==> src/rtl/audio_pkg.sv <==
// Shared audio definitions: capture FSM states, ADC sample slice and the 6-bit magnitude helper.
package audio_pkg;

    typedef enum logic [1:0] {
        IDLE   = 2'd0,
        ARMED  = 2'd1,
        RECORD = 2'd2,
        DONE   = 2'd3
    } cap_state_t;

    localparam int SAMPLE_MSB = 31;
    localparam int SAMPLE_LSB = 26;
    localparam int SAMPLE_W   = 6;

    // -32 maps to 6'd32, which still fits because the result is unsigned.
    function automatic logic [SAMPLE_W-1:0] magnitude(input logic [SAMPLE_W-1:0] s);
        return s[SAMPLE_W-1] ? (~s + 6'd1) : s;
    endfunction

endpackage

==> src/rtl/mic_sample_fmt.sv <==
// Slices the 6-bit signed sample out of an ADC word and derives its magnitude.
// With MIC_TRIGGER_EN it also flags samples at or above THRESH.
module mic_sample_fmt
    import audio_pkg::*;
#(
    parameter logic [SAMPLE_W-1:0] THRESH = 6'd8
) (
    input  logic [31:0]         sample,
    output logic [SAMPLE_W-1:0] s,
    output logic [SAMPLE_W-1:0] mag
`ifdef MIC_TRIGGER_EN
    ,
    output logic                loud
`endif
);

    logic unused_low;

    assign s          = sample[SAMPLE_MSB:SAMPLE_LSB];
    assign mag        = magnitude(s);
    assign unused_low = ^sample[SAMPLE_LSB-1:0];

`ifdef MIC_TRIGGER_EN
    assign loud = (mag >= THRESH);
`else
    logic unused_thresh;
    assign unused_thresh = ^THRESH;
`endif

endmodule

==> src/rtl/mic_capture.sv <==
// Microphone capture: drains the ADC FIFO and stores every DECIM-th sample as 6-bit data in RAM.
// Define MIC_TRIGGER_EN to add an ARMED state that waits for a sample with magnitude >= THRESH.
//
// state  | meaning
// IDLE   | waiting for start, FIFO still drained
// ARMED  | waiting for a loud sample (MIC_TRIGGER_EN only)
// RECORD | storing one of every DECIM consumed samples
// DONE   | recording finished, count/peak held
module mic_capture
    import audio_pkg::*;
#(
    parameter int                  ADDR_W = 14,
    parameter int                  LEN    = 16384,
    parameter int                  DECIM  = 4,
    parameter logic [SAMPLE_W-1:0] THRESH = 6'd8
) (
    input  logic                CLOCK_50,
    input  logic                reset,
    input  logic                start,
    input  logic                stop,
    input  logic                audio_in_available,
    input  logic [31:0]         left_channel_audio_in,
    output logic                read_audio_in,
    output logic                wr_en,
    output logic [ADDR_W-1:0]   wr_addr,
    output logic [SAMPLE_W-1:0] wr_data,
    output logic                busy,
    output logic                done,
    output logic [ADDR_W:0]     count,
    output logic [SAMPLE_W-1:0] peak
);

    localparam int             DW       = (DECIM > 1) ? $clog2(DECIM) : 1;
    localparam logic [DW-1:0]  DECIM_M1 = DW'(DECIM - 1);
    localparam logic [ADDR_W:0] LEN_M1  = (ADDR_W + 1)'(LEN - 1);

    cap_state_t          state;
    logic [DW-1:0]       dcnt;
    logic [DW-1:0]       dcnt_nxt;
    logic [SAMPLE_W-1:0] s;
    logic [SAMPLE_W-1:0] mag;
    logic                consumed;
    logic                store;
    logic                last_store;

    mic_sample_fmt #(.THRESH(THRESH)) u_fmt (
        .sample (left_channel_audio_in),
        .s      (s),
        .mag    (mag)
`ifdef MIC_TRIGGER_EN
        ,
        .loud   (loud)
`endif
    );

`ifdef MIC_TRIGGER_EN
    logic loud;
    assign store = consumed && (((state == RECORD) && (dcnt == '0)) || ((state == ARMED) && loud));
`else
    assign store = consumed && (state == RECORD) && (dcnt == '0);
`endif

    assign read_audio_in = audio_in_available & ~reset;
    assign consumed      = read_audio_in;
    assign dcnt_nxt      = (dcnt == DECIM_M1) ? '0 : dcnt + 1'b1;
    assign last_store    = store && (count == LEN_M1);

    always_ff @(posedge CLOCK_50) begin
        if (reset) begin
            state   <= IDLE;
            dcnt    <= '0;
            wr_en   <= 1'b0;
            wr_addr <= '0;
            wr_data <= '0;
            busy    <= 1'b0;
            done    <= 1'b0;
            count   <= '0;
            peak    <= '0;
        end else begin
            wr_en <= 1'b0;

            // A store on the same edge as stop still lands in RAM.
            if (store) begin
                wr_en   <= 1'b1;
                wr_addr <= count[ADDR_W-1:0];
                wr_data <= s;
                count   <= count + 1'b1;
                if (mag > peak)
                    peak <= mag;
            end

            case (state)
                IDLE, DONE: begin
                    if (start) begin
                        count   <= '0;
                        peak    <= '0;
                        dcnt    <= '0;
                        wr_addr <= '0;
                        busy    <= 1'b1;
                        done    <= 1'b0;
`ifdef MIC_TRIGGER_EN
                        state   <= ARMED;
`else
                        state   <= RECORD;
`endif
                    end
                end

                ARMED: begin
`ifdef MIC_TRIGGER_EN
                    if (stop || last_store) begin
                        state <= DONE;
                        busy  <= 1'b0;
                        done  <= 1'b1;
                    end else if (store) begin
                        state <= RECORD;
                        dcnt  <= dcnt_nxt;
                    end
`else
                    state <= IDLE;
                    busy  <= 1'b0;
`endif
                end

                RECORD: begin
                    if (consumed)
                        dcnt <= dcnt_nxt;
                    if (stop || last_store) begin
                        state <= DONE;
                        busy  <= 1'b0;
                        done  <= 1'b1;
                    end
                end

                default: begin
                    state <= IDLE;
                    busy  <= 1'b0;
                    done  <= 1'b0;
                end
            endcase
        end
    end

endmodule

==> config.mk <==
export PLATFORM = sky130hd
export DESIGN_NAME = mic_capture
export DESIGN_NICKNAME = d
export VERILOG_FILES = /design/src/rtl/audio_pkg.sv /design/src/rtl/mic_sample_fmt.sv /design/src/rtl/mic_capture.sv
export SDC_FILE = /design/constraint.sdc
export NUM_CORES = 1
export LEC_CHECK = 0
export CORE_MARGIN = 2
export CORE_UTILIZATION = 30
export CTS_CLUSTER_DIAMETER = 120
export DETAILED_ROUTE_END_ITERATION = 10
export RECOVER_POWER = 50
export SLEW_MARGIN = 15
export SYNTH_ARGS = -nofsm -noshare
export SYNTH_HDL_FRONTEND = slang
export SYNTH_SLANG_ARGS = --single-unit
==> constraint.sdc <==
create_clock -name CLOCK_50 -period 3.43 [get_ports CLOCK_50]
set_input_delay 0.5145 -clock CLOCK_50 [delete_from_list [all_inputs] [get_ports CLOCK_50]]
set_output_delay 0.5145 -clock CLOCK_50 [all_outputs]
set_load 0.005 [all_outputs]
==> run metrics <==
Crit path required time 3.67 ns; commonest non-fill, non-tap cells in the layout 60 x nand2_1, 48 x dfxtp_1, 34 x dlygate4sd3_1, 31 x a21oi_1, 21 x clkdlybuf4s50_1; routability cong. 0.773; IO buf count 55; Ports 82; fin crit share 92.0%; CTS max path bufs 2; status finished, final reports clean; met1 Use GR 17.9%; Final Critical Period 3.15 ns; vias in the first global route 1888; Leakage 1.17 nW; critical path arrival 3.39 ns; register area share after synthesis 41.4%; Worst Setup Path Type primary input to flop; Synth Warn # 0; CP Launch Type primary input; H-tree levels 2; M2 GR Usage 20.2%; Synth Cell Area 0.00232 mm2; Post-Layout Inst Area 0.00310 mm2; clk slew on worst S/H paths 0.09 ns; non-filler cells, final 437; TritonCTS buffer count 5; Yosys reg bits 48; post-cts resize count 0; CP endpoint kind flop; setup_tns 0 ns; Antenna Violating Nets Remaining 0; top post-synthesis cells by area dfxtp_1 41%, nand2_1 9.7%, a21oi_1 6.7%, ha_1 6.5%, mux2i_1 3.0%; Crit. Startpoint left_channel_audio_in[26]; largest area contributor in the netlist dfxtp_1; top_reg_cell synth dfxtp_1; RR Endpoint count[4]; Max-Cap Viols 0; Final Skew 0.0113 ns; r2r startpoint state[0]; first-pass GRT wire length 8950 um; Hold/Removal Path Class flop to flop; GRT Resource Usage Total 13.0%; Avg Inst Size Synth 8.38 um2; Die Height 92.0 um; DRC 0; RSZ-0062 raised after global routing false; Die W 92.0 um; # diodes 0; PwrDens 429 mW/mm2; WL/cell 12.5 um; placed insts 429; core region area 0.00761 mm2; CTS tree done; layout overhead on the synthesized area 33.5%; initial core utilization 30.5%; slew margin rel. 51.6%; GRT overflow 0; DIE AREA 0.00846 mm2; # Post-CTS Setup Buffers 0; CP max stage delay 0.46 ns; cts hold-fix bufs 0; crit-path max FO 6; Initial DRC Count 64; crit-path most repeated cell ha_1; DP Wirelength 3870 um; clk root buf clkbuf_8; vias per cell 4.72; WL final 5460 um; nets 383; maximum VDD drop 0.186 mV; Top Usage Layer GRT met2; critical path, cell by cell clkdlybuf4s50_1 -> inv_1 -> ha_1 -> or3b_2 -> and3b_1 -> or2_2 -> ha_1 -> nand4_1 -> o21bai_1 -> a31oi_4 -> mux2i_1; final setup fails 0; initial antenna violation count 0; commonest non-fill, non-tap cell in the layout nand2_1; GR Util met3 2.71%; Final Util 40.7%; drt pass-1 iters 4; fin. max-slew vios 0; largest net degree at the start of global routing 30; Worst Reg-to-Reg Cells 8; FFs w/ async S/R, synth 0%; Post-synth EDFFs 0; Worst setup endpoint peak[2]; CP Buf/Inv Count 2; worst-margin pin slew 0.726 ns; num rows 32; FMAX 317 MHz; Worst-Skew Late Latency 0.31 ns; critical path depth 11; crit-path leading delay family simple AND/OR/NAND/NOR gates; Critical-path top delay cell or3b_2; Post-Syn Instances 277; min-delay src wr_addr[2]; post-synth top area share 41.4%; final-report hold violation count 0; worst hold stages 2; area post-placement 0.00300 mm2; Net Count, Synth 326; fraction of layout cells with a size suffix above 1 7.16%; Vias 2062; R2R setup slack 0.94 ns; TritonCTS Sinks 48; post-synth cell types 47
[worst register-to-register path, cell delays in order, from the launching register on]
cell and delay (ns):
dfxtp_1 0.33, inv_1 0.08, ha_1 0.40, nand3_2 0.12, inv_1 0.45, clkbuf_1 0.62
nand4_1 0.19, xor2_1 0.16, nor2_1 0.05
[power breakdown]
part / switching, mW / internal, mW
clock network: 0.206 / 0.220
registers: 0.0175 / 0.585
logic: 0.171 / 0.131
total: 0.395 / 0.936
[how the worst min path moves through the flow]
stage / endpoint / slack, ns
floorplan: wr_addr[0] / 0.45
global placement: wr_addr[4] / 0.44
detailed placement: wr_addr[3] / 0.45
CTS: wr_addr[3] / 0.46
global route: wr_addr[5] / 0.47
finish: wr_addr[2] / 0.45
[through the flow]
step	setup WS [ns]	power (mW)	hold WS (ns)
floorplan	0.704	0.819	0.453
detailed placement	0.0104	0.925	0.448
finish	0.276	1.33	0.453
global route	0.213	1.40	0.473
global placement	0.0632	0.920	0.443
CTS	0.313	1.35	0.461
[sequential cells by signal, indices dropped and copies added, names as in the netlist]
| name | cells |
|---|---|
| dcnt | 2 |
| state | 2 |
| wr_data | 6 |
| wr_en | 1 |
| wr_addr | 14 |
| busy | 1 |
| count | 15 |
| done | 1 |
| peak | 6 |
[cells in the mapped netlist, types with 2 or more instances]
master / instances
o31ai_1: 3
o21ai_0: 9
o21bai_1: 2
nand3_1: 5
buf_2: 3
xor2_1: 6
ha_1: 12
or2_2: 2
nor3b_1: 2
nand4_1: 5
nand2b_1: 5
inv_1: 14
xnor2_1: 4
mux2i_1: 7
nor2b_1: 4
nor2_1: 12
nand2_1: 60
dfxtp_1: 48
clkbuf_1: 8
a21oi_1: 31
or3_1: 6
and4_1: 2
a21o_1: 2
and3_1: 2
[per-layer routing]
layer	up-vias	share of wire [%]
met5	-	0
met1	949	49
met2	49	45
li1	1057	-
met4	0	1.4
met3	7	4.2
[logic make-up after synthesis]
kind of cell,synth area share [%]
and+or+nand+nor,25.6
DFF,41.4
muxes,3.50
buffers and inverters,5.17
adders and majority gates,6.47
xor gates and xnor gates,3.77
AOI/OAI and AO/OA,14.1
[cell type report]
type | instances | area (um2)
clock inverter | 3 | 46.3
tap | 102 | 128
sequential | 48 | 961
clock buffer | 5 | 68.8
multi-input combinational | 201 | 1230
timing repair buffer | 63 | 607
fill | 800 | 4510
inverter | 15 | 56.3
Power figures use the tool's default switching activity.
